===== config.mk =====
export PLATFORM = sky130hd
export DESIGN_NAME = midi_msg_rx
export DESIGN_NICKNAME = d
export VERILOG_FILES = /design/src/rtl/midi_pkg.sv /design/src/rtl/midi_uart_rx.sv /design/src/rtl/midi_msg_rx.sv
export SDC_FILE = /design/constraint.sdc
export NUM_CORES = 1
export LEC_CHECK = 0
export BUFFER_PORTS_ARGS = -buffer_cell sky130_fd_sc_hd__buf_2
export CAP_MARGIN = 20
export CORE_MARGIN = 2
export CORE_UTILIZATION = 50
export DETAILED_ROUTE_END_ITERATION = 12
export HOLD_SLACK_MARGIN = 0.15
export PLACE_DENSITY = 0.64
export SYNTH_ARGS = -nofsm -noshare
export SYNTH_HDL_FRONTEND = slang
export SYNTH_SLANG_ARGS = --single-unit

===== constraint.sdc =====
create_clock -name baud_clk -period 2.3 [get_ports baud_clk]
set_input_delay 0.23 -clock baud_clk [delete_from_list [all_inputs] [get_ports baud_clk]]
set_output_delay 0.23 -clock baud_clk [all_outputs]
set_load 0.02 [all_outputs]

===== src/rtl/midi_pkg.sv =====
// Shared types and constants for the MIDI input path: message record,
// system status codes, UART state encoding and the data-length lookup.
package midi_pkg;

    typedef struct packed {
        logic [7:0] status;
        logic [7:0] d1;
        logic [7:0] d2;
        logic [1:0] len;
    } msg_t;

    typedef enum logic [1:0] {
        U_IDLE  = 2'd0,
        U_START = 2'd1,
        U_DATA  = 2'd2,
        U_STOP  = 2'd3
    } uart_state_t;

    localparam logic [7:0] SYSEX_START = 8'hF0;
    localparam logic [7:0] SYSEX_END   = 8'hF7;
    localparam logic [7:0] TUNE_REQ    = 8'hF6;
    localparam logic [7:0] RT_MIN      = 8'hF8;

    // Data bytes that follow a status byte; 0 means the status carries no running message.
    function automatic logic [1:0] expected_data_len(input logic [7:0] status);
        logic [1:0] n;
        n = 2'd0;
        case (status[7:4])
            4'hC, 4'hD:                   n = 2'd1;
            4'h8, 4'h9, 4'hA, 4'hB, 4'hE: n = 2'd2;
            4'hF: begin
                case (status[3:0])
                    4'h1, 4'h3: n = 2'd1;
                    4'h2:       n = 2'd2;
                    default:    n = 2'd0;
                endcase
            end
            default:                      n = 2'd0;
        endcase
        return n;
    endfunction

endpackage


===== src/rtl/midi_uart_rx.sv =====
// Oversampled 8N1 receiver: 2-flop synchroniser, start-bit validation at
// mid-bit, LSB-first data capture and stop-bit check.
module midi_uart_rx
    import midi_pkg::*;
#(
    parameter int OVERSAMPLE = 16
) (
    input  logic       baud_clk,
    input  logic       rst,
    input  logic       midi_rx_i,
    output logic [7:0] byte_o,
    output logic       byte_strobe_o,
    output logic       framing_err_o
);

    localparam int            CW   = $clog2(OVERSAMPLE + 1);
    localparam logic [CW-1:0] HALF = CW'(OVERSAMPLE / 2);
    localparam logic [CW-1:0] FULL = CW'(OVERSAMPLE);
    localparam logic [CW-1:0] ONE  = {{(CW-1){1'b0}}, 1'b1};
    localparam logic [CW-1:0] TWO  = {{(CW-2){1'b0}}, 2'b10};

    logic          sync1_q, sync2_q, prev_q;
    uart_state_t   state_q, state_d;
    logic [CW-1:0] cnt_q, cnt_d;
    logic [2:0]    bit_q, bit_d;
    logic [7:0]    shift_q, shift_d;
    logic          strobe_q, strobe_d;
    logic          fe_q, fe_d;
    logic          fall_s;

    assign fall_s        = prev_q & ~sync2_q;
    assign byte_o        = shift_q;
    assign byte_strobe_o = strobe_q;
    assign framing_err_o = fe_q;

    // Synchroniser, edge history and FSM state registers.
    always_ff @(posedge baud_clk or negedge rst) begin
        if (!rst) begin
            sync1_q  <= 1'b1;
            sync2_q  <= 1'b1;
            prev_q   <= 1'b1;
            state_q  <= U_IDLE;
            cnt_q    <= '0;
            bit_q    <= 3'd0;
            shift_q  <= 8'h00;
            strobe_q <= 1'b0;
            fe_q     <= 1'b0;
        end else begin
            sync1_q  <= midi_rx_i;
            sync2_q  <= sync1_q;
            prev_q   <= sync2_q;
            state_q  <= state_d;
            cnt_q    <= cnt_d;
            bit_q    <= bit_d;
            shift_q  <= shift_d;
            strobe_q <= strobe_d;
            fe_q     <= fe_d;
        end
    end

    // Bit timing and sampling; outputs are registered, so the counter starts
    // one tick ahead to land the strobe on the nominal stop-sample tick.
    always_comb begin
        state_d  = state_q;
        cnt_d    = cnt_q;
        bit_d    = bit_q;
        shift_d  = shift_q;
        strobe_d = 1'b0;
        fe_d     = 1'b0;
        case (state_q)
            U_IDLE: begin
                if (fall_s) begin
                    state_d = U_START;
                    cnt_d   = TWO;
                end else begin
                    cnt_d   = '0;
                end
            end
            U_START: begin
                if (cnt_q == HALF) begin
                    cnt_d = ONE;
                    bit_d = 3'd0;
                    if (!sync2_q) begin
                        state_d = U_DATA;
                    end else begin
                        state_d = U_IDLE;
                    end
                end else begin
                    cnt_d = cnt_q + ONE;
                end
            end
            U_DATA: begin
                if (cnt_q == FULL) begin
                    cnt_d   = ONE;
                    shift_d = {sync2_q, shift_q[7:1]};
                    if (bit_q == 3'd7) begin
                        state_d = U_STOP;
                    end else begin
                        bit_d = bit_q + 3'd1;
                    end
                end else begin
                    cnt_d = cnt_q + ONE;
                end
            end
            U_STOP: begin
                if (cnt_q == FULL) begin
                    state_d = U_IDLE;
                    cnt_d   = '0;
                    if (sync2_q) begin
                        strobe_d = 1'b1;
                    end else begin
                        fe_d = 1'b1;
                    end
                end else begin
                    cnt_d = cnt_q + ONE;
                end
            end
            default: begin
                state_d = U_IDLE;
                cnt_d   = '0;
            end
        endcase
    end

endmodule


===== src/rtl/midi_msg_rx.sv =====
// MIDI message assembler: running status, realtime pass-through, SysEx
// skipping and channel filtering, feeding a first-word-fall-through FIFO.
module midi_msg_rx
    import midi_pkg::*;
#(
    parameter int          OVERSAMPLE   = 16,
    parameter int          FIFO_DEPTH   = 4,
    parameter logic [15:0] CHANNEL_MASK = 16'hFFFF
) (
    input  logic       baud_clk,
    input  logic       rst,
    input  logic       midi_rx_i,
    input  logic       msg_ready_i,
    output logic       msg_valid_o,
    output logic [7:0] msg_status_o,
    output logic [7:0] msg_data1_o,
    output logic [7:0] msg_data2_o,
    output logic [1:0] msg_len_o,
    output logic       overflow_o,
    output logic       framing_err_o
);

    localparam int          AW      = $clog2(FIFO_DEPTH);
    localparam logic [AW:0] PTR_ONE = {{AW{1'b0}}, 1'b1};

    logic [7:0] rx_byte_s;
    logic       rx_strobe_s;
    logic       rx_fe_s;

    midi_uart_rx #(
        .OVERSAMPLE(OVERSAMPLE)
    ) u_uart (
        .baud_clk     (baud_clk),
        .rst          (rst),
        .midi_rx_i    (midi_rx_i),
        .byte_o       (rx_byte_s),
        .byte_strobe_o(rx_strobe_s),
        .framing_err_o(rx_fe_s)
    );

    logic [7:0] rs_q, rs_d;
    logic       rs_vld_q, rs_vld_d;
    logic [1:0] dcnt_q, dcnt_d;
    logic [7:0] d1_q, d1_d;
    logic       sysex_q, sysex_d;
    logic       emit_q, emit_d;
    msg_t       emit_msg_q, emit_msg_d;
    logic [1:0] exp_len_s;
    logic       chan_ok_s;

    assign exp_len_s = expected_data_len(rs_q);
    assign chan_ok_s = (rs_q < SYSEX_START) ? CHANNEL_MASK[rs_q[3:0]] : 1'b1;

    // Parser state and the registered emit handed to the FIFO.
    always_ff @(posedge baud_clk or negedge rst) begin
        if (!rst) begin
            rs_q       <= 8'h00;
            rs_vld_q   <= 1'b0;
            dcnt_q     <= 2'd0;
            d1_q       <= 8'h00;
            sysex_q    <= 1'b0;
            emit_q     <= 1'b0;
            emit_msg_q <= '0;
        end else begin
            rs_q       <= rs_d;
            rs_vld_q   <= rs_vld_d;
            dcnt_q     <= dcnt_d;
            d1_q       <= d1_d;
            sysex_q    <= sysex_d;
            emit_q     <= emit_d;
            emit_msg_q <= emit_msg_d;
        end
    end

    // Byte classification; statuses without data (F0, F4-F7) leave no running status.
    always_comb begin
        rs_d       = rs_q;
        rs_vld_d   = rs_vld_q;
        dcnt_d     = dcnt_q;
        d1_d       = d1_q;
        sysex_d    = sysex_q;
        emit_d     = 1'b0;
        emit_msg_d = emit_msg_q;
        if (rx_fe_s) begin
            rs_vld_d = 1'b0;
            dcnt_d   = 2'd0;
        end else if (rx_strobe_s) begin
            if (rx_byte_s >= RT_MIN) begin
                emit_d     = 1'b1;
                emit_msg_d = '{status: rx_byte_s, d1: 8'h00, d2: 8'h00, len: 2'd1};
            end else if (rx_byte_s[7]) begin
                sysex_d  = (rx_byte_s == SYSEX_START);
                dcnt_d   = 2'd0;
                rs_d     = rx_byte_s;
                rs_vld_d = (expected_data_len(rx_byte_s) != 2'd0);
                if (rx_byte_s == TUNE_REQ) begin
                    emit_d     = 1'b1;
                    emit_msg_d = '{status: TUNE_REQ, d1: 8'h00, d2: 8'h00, len: 2'd1};
                end else begin
                    emit_d = 1'b0;
                end
            end else if (sysex_q || !rs_vld_q) begin
                emit_d = 1'b0;
            end else if ((dcnt_q == 2'd0) && (exp_len_s == 2'd2)) begin
                d1_d   = rx_byte_s;
                dcnt_d = 2'd1;
            end else begin
                emit_d = chan_ok_s;
                if (dcnt_q == 2'd0) begin
                    emit_msg_d = '{status: rs_q, d1: rx_byte_s, d2: 8'h00, len: 2'd2};
                end else begin
                    emit_msg_d = '{status: rs_q, d1: d1_q, d2: rx_byte_s, len: 2'd3};
                end
                dcnt_d   = 2'd0;
                rs_vld_d = (rs_q < SYSEX_START);
            end
        end else begin
            emit_d = 1'b0;
        end
    end

    logic [AW:0] wr_q, rd_q;
    msg_t        mem_q [FIFO_DEPTH];
    msg_t        head_s;
    logic        full_s, empty_s, pop_s, push_s;
    logic        overflow_q, framing_q;

    assign empty_s = (wr_q == rd_q);
    assign full_s  = (wr_q[AW] != rd_q[AW]) && (wr_q[AW-1:0] == rd_q[AW-1:0]);
    assign pop_s   = !empty_s && msg_ready_i;
    assign push_s  = emit_q && (!full_s || pop_s);

    // FIFO pointers and one-cycle status pulses.
    always_ff @(posedge baud_clk or negedge rst) begin
        if (!rst) begin
            wr_q       <= '0;
            rd_q       <= '0;
            overflow_q <= 1'b0;
            framing_q  <= 1'b0;
        end else begin
            wr_q       <= push_s ? (wr_q + PTR_ONE) : wr_q;
            rd_q       <= pop_s ? (rd_q + PTR_ONE) : rd_q;
            overflow_q <= emit_q && full_s && !pop_s;
            framing_q  <= rx_fe_s;
        end
    end

    // FIFO storage.
    always_ff @(posedge baud_clk or negedge rst) begin
        if (!rst) begin
            for (int i = 0; i < FIFO_DEPTH; i++) begin
                mem_q[i] <= '0;
            end
        end else if (push_s) begin
            mem_q[wr_q[AW-1:0]] <= emit_msg_q;
        end
    end

    // Head of queue, forced to zero while empty.
    always_comb begin
        if (empty_s) begin
            head_s = '0;
        end else begin
            head_s = mem_q[rd_q[AW-1:0]];
        end
    end

    assign msg_valid_o   = !empty_s;
    assign msg_status_o  = head_s.status;
    assign msg_data1_o   = head_s.d1;
    assign msg_data2_o   = head_s.d2;
    assign msg_len_o     = head_s.len;
    assign overflow_o    = overflow_q;
    assign framing_err_o = framing_q;

endmodule


==> implementation parameters <==
Parameter                              Value

Power and ir drop
  Combinational cell fraction of total power    about an eighth
  Sequential power share    43.6%
  Switching portion of total power    between 20% and 30%
  Cell-internal power    5.53 mW
  Switch Pwr    between 1.5 and 2 mW
  VDD IR max    0.495 mV
  Static leakage    4.38 nW
  Ratio of total power to cell area    827 nW/um2
  Clk pwr share    between 40% and 50%

Worst setup path
  Arrival time of the worst setup path    2.50 ns
  Worst Reg2Reg Path Length in Cells    5
  Critical Path Sink Type    flop
  Buffers & Inverters on Critical Path    0
  Startpoint Class    flop
  Reg-to-reg slack, setup    between 0.1 and 0.15 ns
  Highest net fanout along the worst path    8
  WP data required    2.61 ns
  Cell chain of the critical path    or3b_1 -> o221ai_4 -> nand3_2 -> or4_4 -> mux2_4
  Critical register-to-register path startpoint    rs_q[3]$_DFFE_PN0P_
  WS Path Type    flop to flop
  Crit path max-delay cell type    or4_4
  Kind of cell with the highest combined delay on the critical path    simple AND/OR/NAND/NOR gates
  Slowest stage delay, CP    0.61 ns
  Worst reg2reg path endpoint    d1_q[2]$_DFFE_PN0P_

STA
  Worst-margin pin slew    ~0.76 ns
  Total negative setup slack    0 ns
  Final setup vio count    0
  Post-layout minimum cycle time    2.19 ns
  RSZ-0062 raised after global routing    false
  Final max-slew violation count    0
  Worst slew slack as a fraction of its limit    49.5%
  Worst Skew    0.00493 ns
  Count of final hold-check violations    0
  Ratio of final minimum period to clock period    95.2%
  Max Freq    roughly 0.46 GHz

Placed design
  Estimated wirelength of the detail-placed design    9530 um
  Port Buffers    30
  Final estimated routing congestion in global placement    ~0.81
  Placed Instance Area    8150 um2

Logic synthesis
  Top cell type by total area after synthesis    dfrtp_1
  Synthesized area    7670 um2
  Number of flip-flops and latches in the synthesized netlist    170
  Fraction of post-synthesis cell area in the top cell type by area    54.5%
  Dominant cell by count in the synthesized netlist    dfrtp_1
  Synthesized instance count    approximately 560
  Sequential fraction of the synthesis area    55.5%
  Leading post-synthesis cells by cell area    dfrtp_1 54%, mux2_2 16%, mux4_2 7.0%, nor2b_1 2.3%, nand2_1 1.6%
  Share of async-settable or async-resettable flops after synthesis    100%
  Warnings from Yosys    0
  Count of distinct cell types in the synthesized netlist    53
  Commonest cells in the synthesized netlist    167 x dfrtp_1, 109 x mux2_2, 33 x nand2_1, 28 x nor2b_1, 24 x mux4_2
  EDFF count, synth    0
  Syn_area_per_cell    13.7 um2
  Prevailing post-synth register cell    dfrtp_1

CTS
  Num Clock Sinks    170
  Later-pin clock latency in the skew report    roughly 0.43 ns
  H-tree depth reported by CTS    4
  Clock Path Buffers    2
  TritonCTS clock tree    yes
  Clock transition time at the flip-flop clock pins of the worst setup and hold paths    0.06 ns
  Total clock buffers created by CTS    17
  Root buffer cell    clkbuf_16
  Buffer count from post-CTS setup fixing    0

Final layout
  Area delta synth->final    15.4%
  Fraction of layout cells with a size suffix above 1    between 30% and 40%
  Antenna cells    0
  Finished Core Util    58.7%
  Design Area, Final    8860 um2
  Final #Nets    slightly above 600

GRT
  Global route total overflow    0
  Largest net degree at the start of global routing    70
  Initial antenna violation count    0
  Overall routing resource usage    between 10% and 20%
  Wire length of the first global-routing pass    24800 um
  Number of global-route vias before repair    4739

Flow run
  Number of maximum-capacitance violations    0

Floorplanning
  Vertical extent of the die    between 100 and 150 um
  # rows    45
  Count of boundary I/O pins    33
  Die footprint    16400 um2
  Core Footprint    15100 um2
  Die width    approximately 130 um
  Effective utilization at floorplan    50.9%

Drt
  Number of remaining DRC errors    0
  Residual antenna-violating net count after detailed routing    0
  Number of DRC markers after the initial detailed-route iteration    198
  Post-detailed-routing wire length    about 15000 um
  Via count of the routed design    4539
  Detailed-route wire length per cell    approximately 19 um
  Vias per cell    5.67
  Number of iterations in the first detailed-routing pass    4

Run status
  Run status    completed

Min path
  Path type of the worst min-delay path    input port to asynchronous set/reset pin
[what timing repair did]
item                       in CTS  in global routing
resized for setup               2                  1
hold buffers                    3                  0
setup endpoints to repair      24                  6
hold endpoints to repair       53                  0
[per-layer routing]
metal	vias to the layer above	global-route usage, %	share of wire, %
li1	2076	-	-
met1	2362	27.8	48
met2	71	30.2	47
met3	30	4.22	2.8
met4	0	8.14	2.2
met5	-	0	0
[stage by stage]
stage	instances	hold WS, ns	worst slack, ns	power, mW
2_1_floorplan	560	-0.0656	0.179	3.87
3_3_place_gp	766	0.209	0.157	4.15
3_5_place_dp	766	0.213	0.119	4.16
4_1_cts	801	0.319	0.0315	7.40
5_1_grt	801	0.362	0.0318	7.62
6_report	801	0.319	0.110	7.33
[worst max-delay path by stage]
stage	start	endpoint	slack, ns	cells after the start
2_1_floorplan	rs_q[3]$_DFFE_PN0P_	d1_q[0]$_DFFE_PN0P_	0.18	6
3_3_place_gp	rs_q[3]$_DFFE_PN0P_	d1_q[3]$_DFFE_PN0P_	0.16	5
3_5_place_dp	rs_q[3]$_DFFE_PN0P_	d1_q[2]$_DFFE_PN0P_	0.12	5
4_1_cts	rd_q[0]$_DFFE_PN0P_	msg_len_o[0]	0.03	4
5_1_grt	u_uart.cnt_q[0]$_DFF_PN0_	u_uart.bit_q[1]$_DFFE_PN0P_	0.03	7
6_report	rs_q[3]$_DFFE_PN0P_	d1_q[2]$_DFFE_PN0P_	0.11	5
[layout make-up]
cell class	count	area, um2
Timing Repair Buffer	56	447
Clock inverter	13	223
Tap cell	188	235
Inverter	15	56.3
Clock buffer	19	443
Fill cell	1224	6230
Multi-Input combinational cell	340	3200
Sequential cell	170	4260
[state kept, by name, summed over array words and instances (netlist names), named ones only]
| name | flops |
|---|---|
| u_uart.byte_strobe_o | 1 |
| dcnt_q | 1 |
| rs_vld_q | 1 |
| rs_q | 8 |
| overflow_o | 1 |
| sysex_q | 1 |
| u_uart.sync2_q | 1 |
| u_uart.byte_o | 8 |
| u_uart.bit_q | 3 |
| d1_q | 7 |
| u_uart.cnt_q | 5 |
| emit_q | 1 |
| u_uart.framing_err_o | 1 |
| rd_q | 3 |
| emit_msg_q | 24 |
| u_uart.sync1_q | 1 |
| framing_err_o | 1 |
| mem_q | 96 |
| wr_q | 3 |
| u_uart.prev_q | 1 |
| u_uart.state_q | 1 |
[power groups by stage]
stage / Sequential (mW) / Combinational (mW) / Clock (mW)
final: 3.20 / 0.935 / 3.20
after global routing: 3.21 / 1.04 / 3.36
after CTS: 3.19 / 0.944 / 3.26
after detailed placement: 3.24 / 0.920 / 0
after global placement: 3.24 / 0.909 / 0
after floorplan: 3.19 / 0.680 / 0
[logic make-up (layout without fill, tap and decap cells)]
kind of cell	count (synthesis)	after routing	share of synthesized area, %
other cells	1	2	0.0489
simple gates	115	115	8.09
flops	170	170	55.5
compound gates	55	55	5.22
fa+ha+maj	9	9	1.47
buf+inv	50	103	2.98
xor+xnor	10	10	1.14
mux	149	149	25.6
[worst register-to-register path, cell delays in order, from the launching register on]
cell	delay, ns
dfrtp_1	0.40
or3b_1	0.42
o221ai_4	0.19
nand3_2	0.12
or4_4	0.61
mux2_4	0.34
[layout by cell type (no fill, tap or decap), drive strengths merged, types with 2 or more instances in the layout]
cell type	instances
dfrtp	167
mux2	116
buf	53
nand2	33
nor2b	28
mux4	24
nor2	22
clkbuf	19
o21ai	18
inv	15
mux2i	9
ha	9
a21oi	7
o32ai	7
nand3	7
clkinv	7
xnor2	6
a22o	6
bufinv	6
xor2	4
nor3	4
o22ai	4
nor3b	4
dlygate4sd3	3
dfstp	3
nand4	3
a31oi	3
nand2b	2
or4	2
a211oi	2
conb	2
or3b	2
o221ai	2
(Power assumes the default switching activity.)
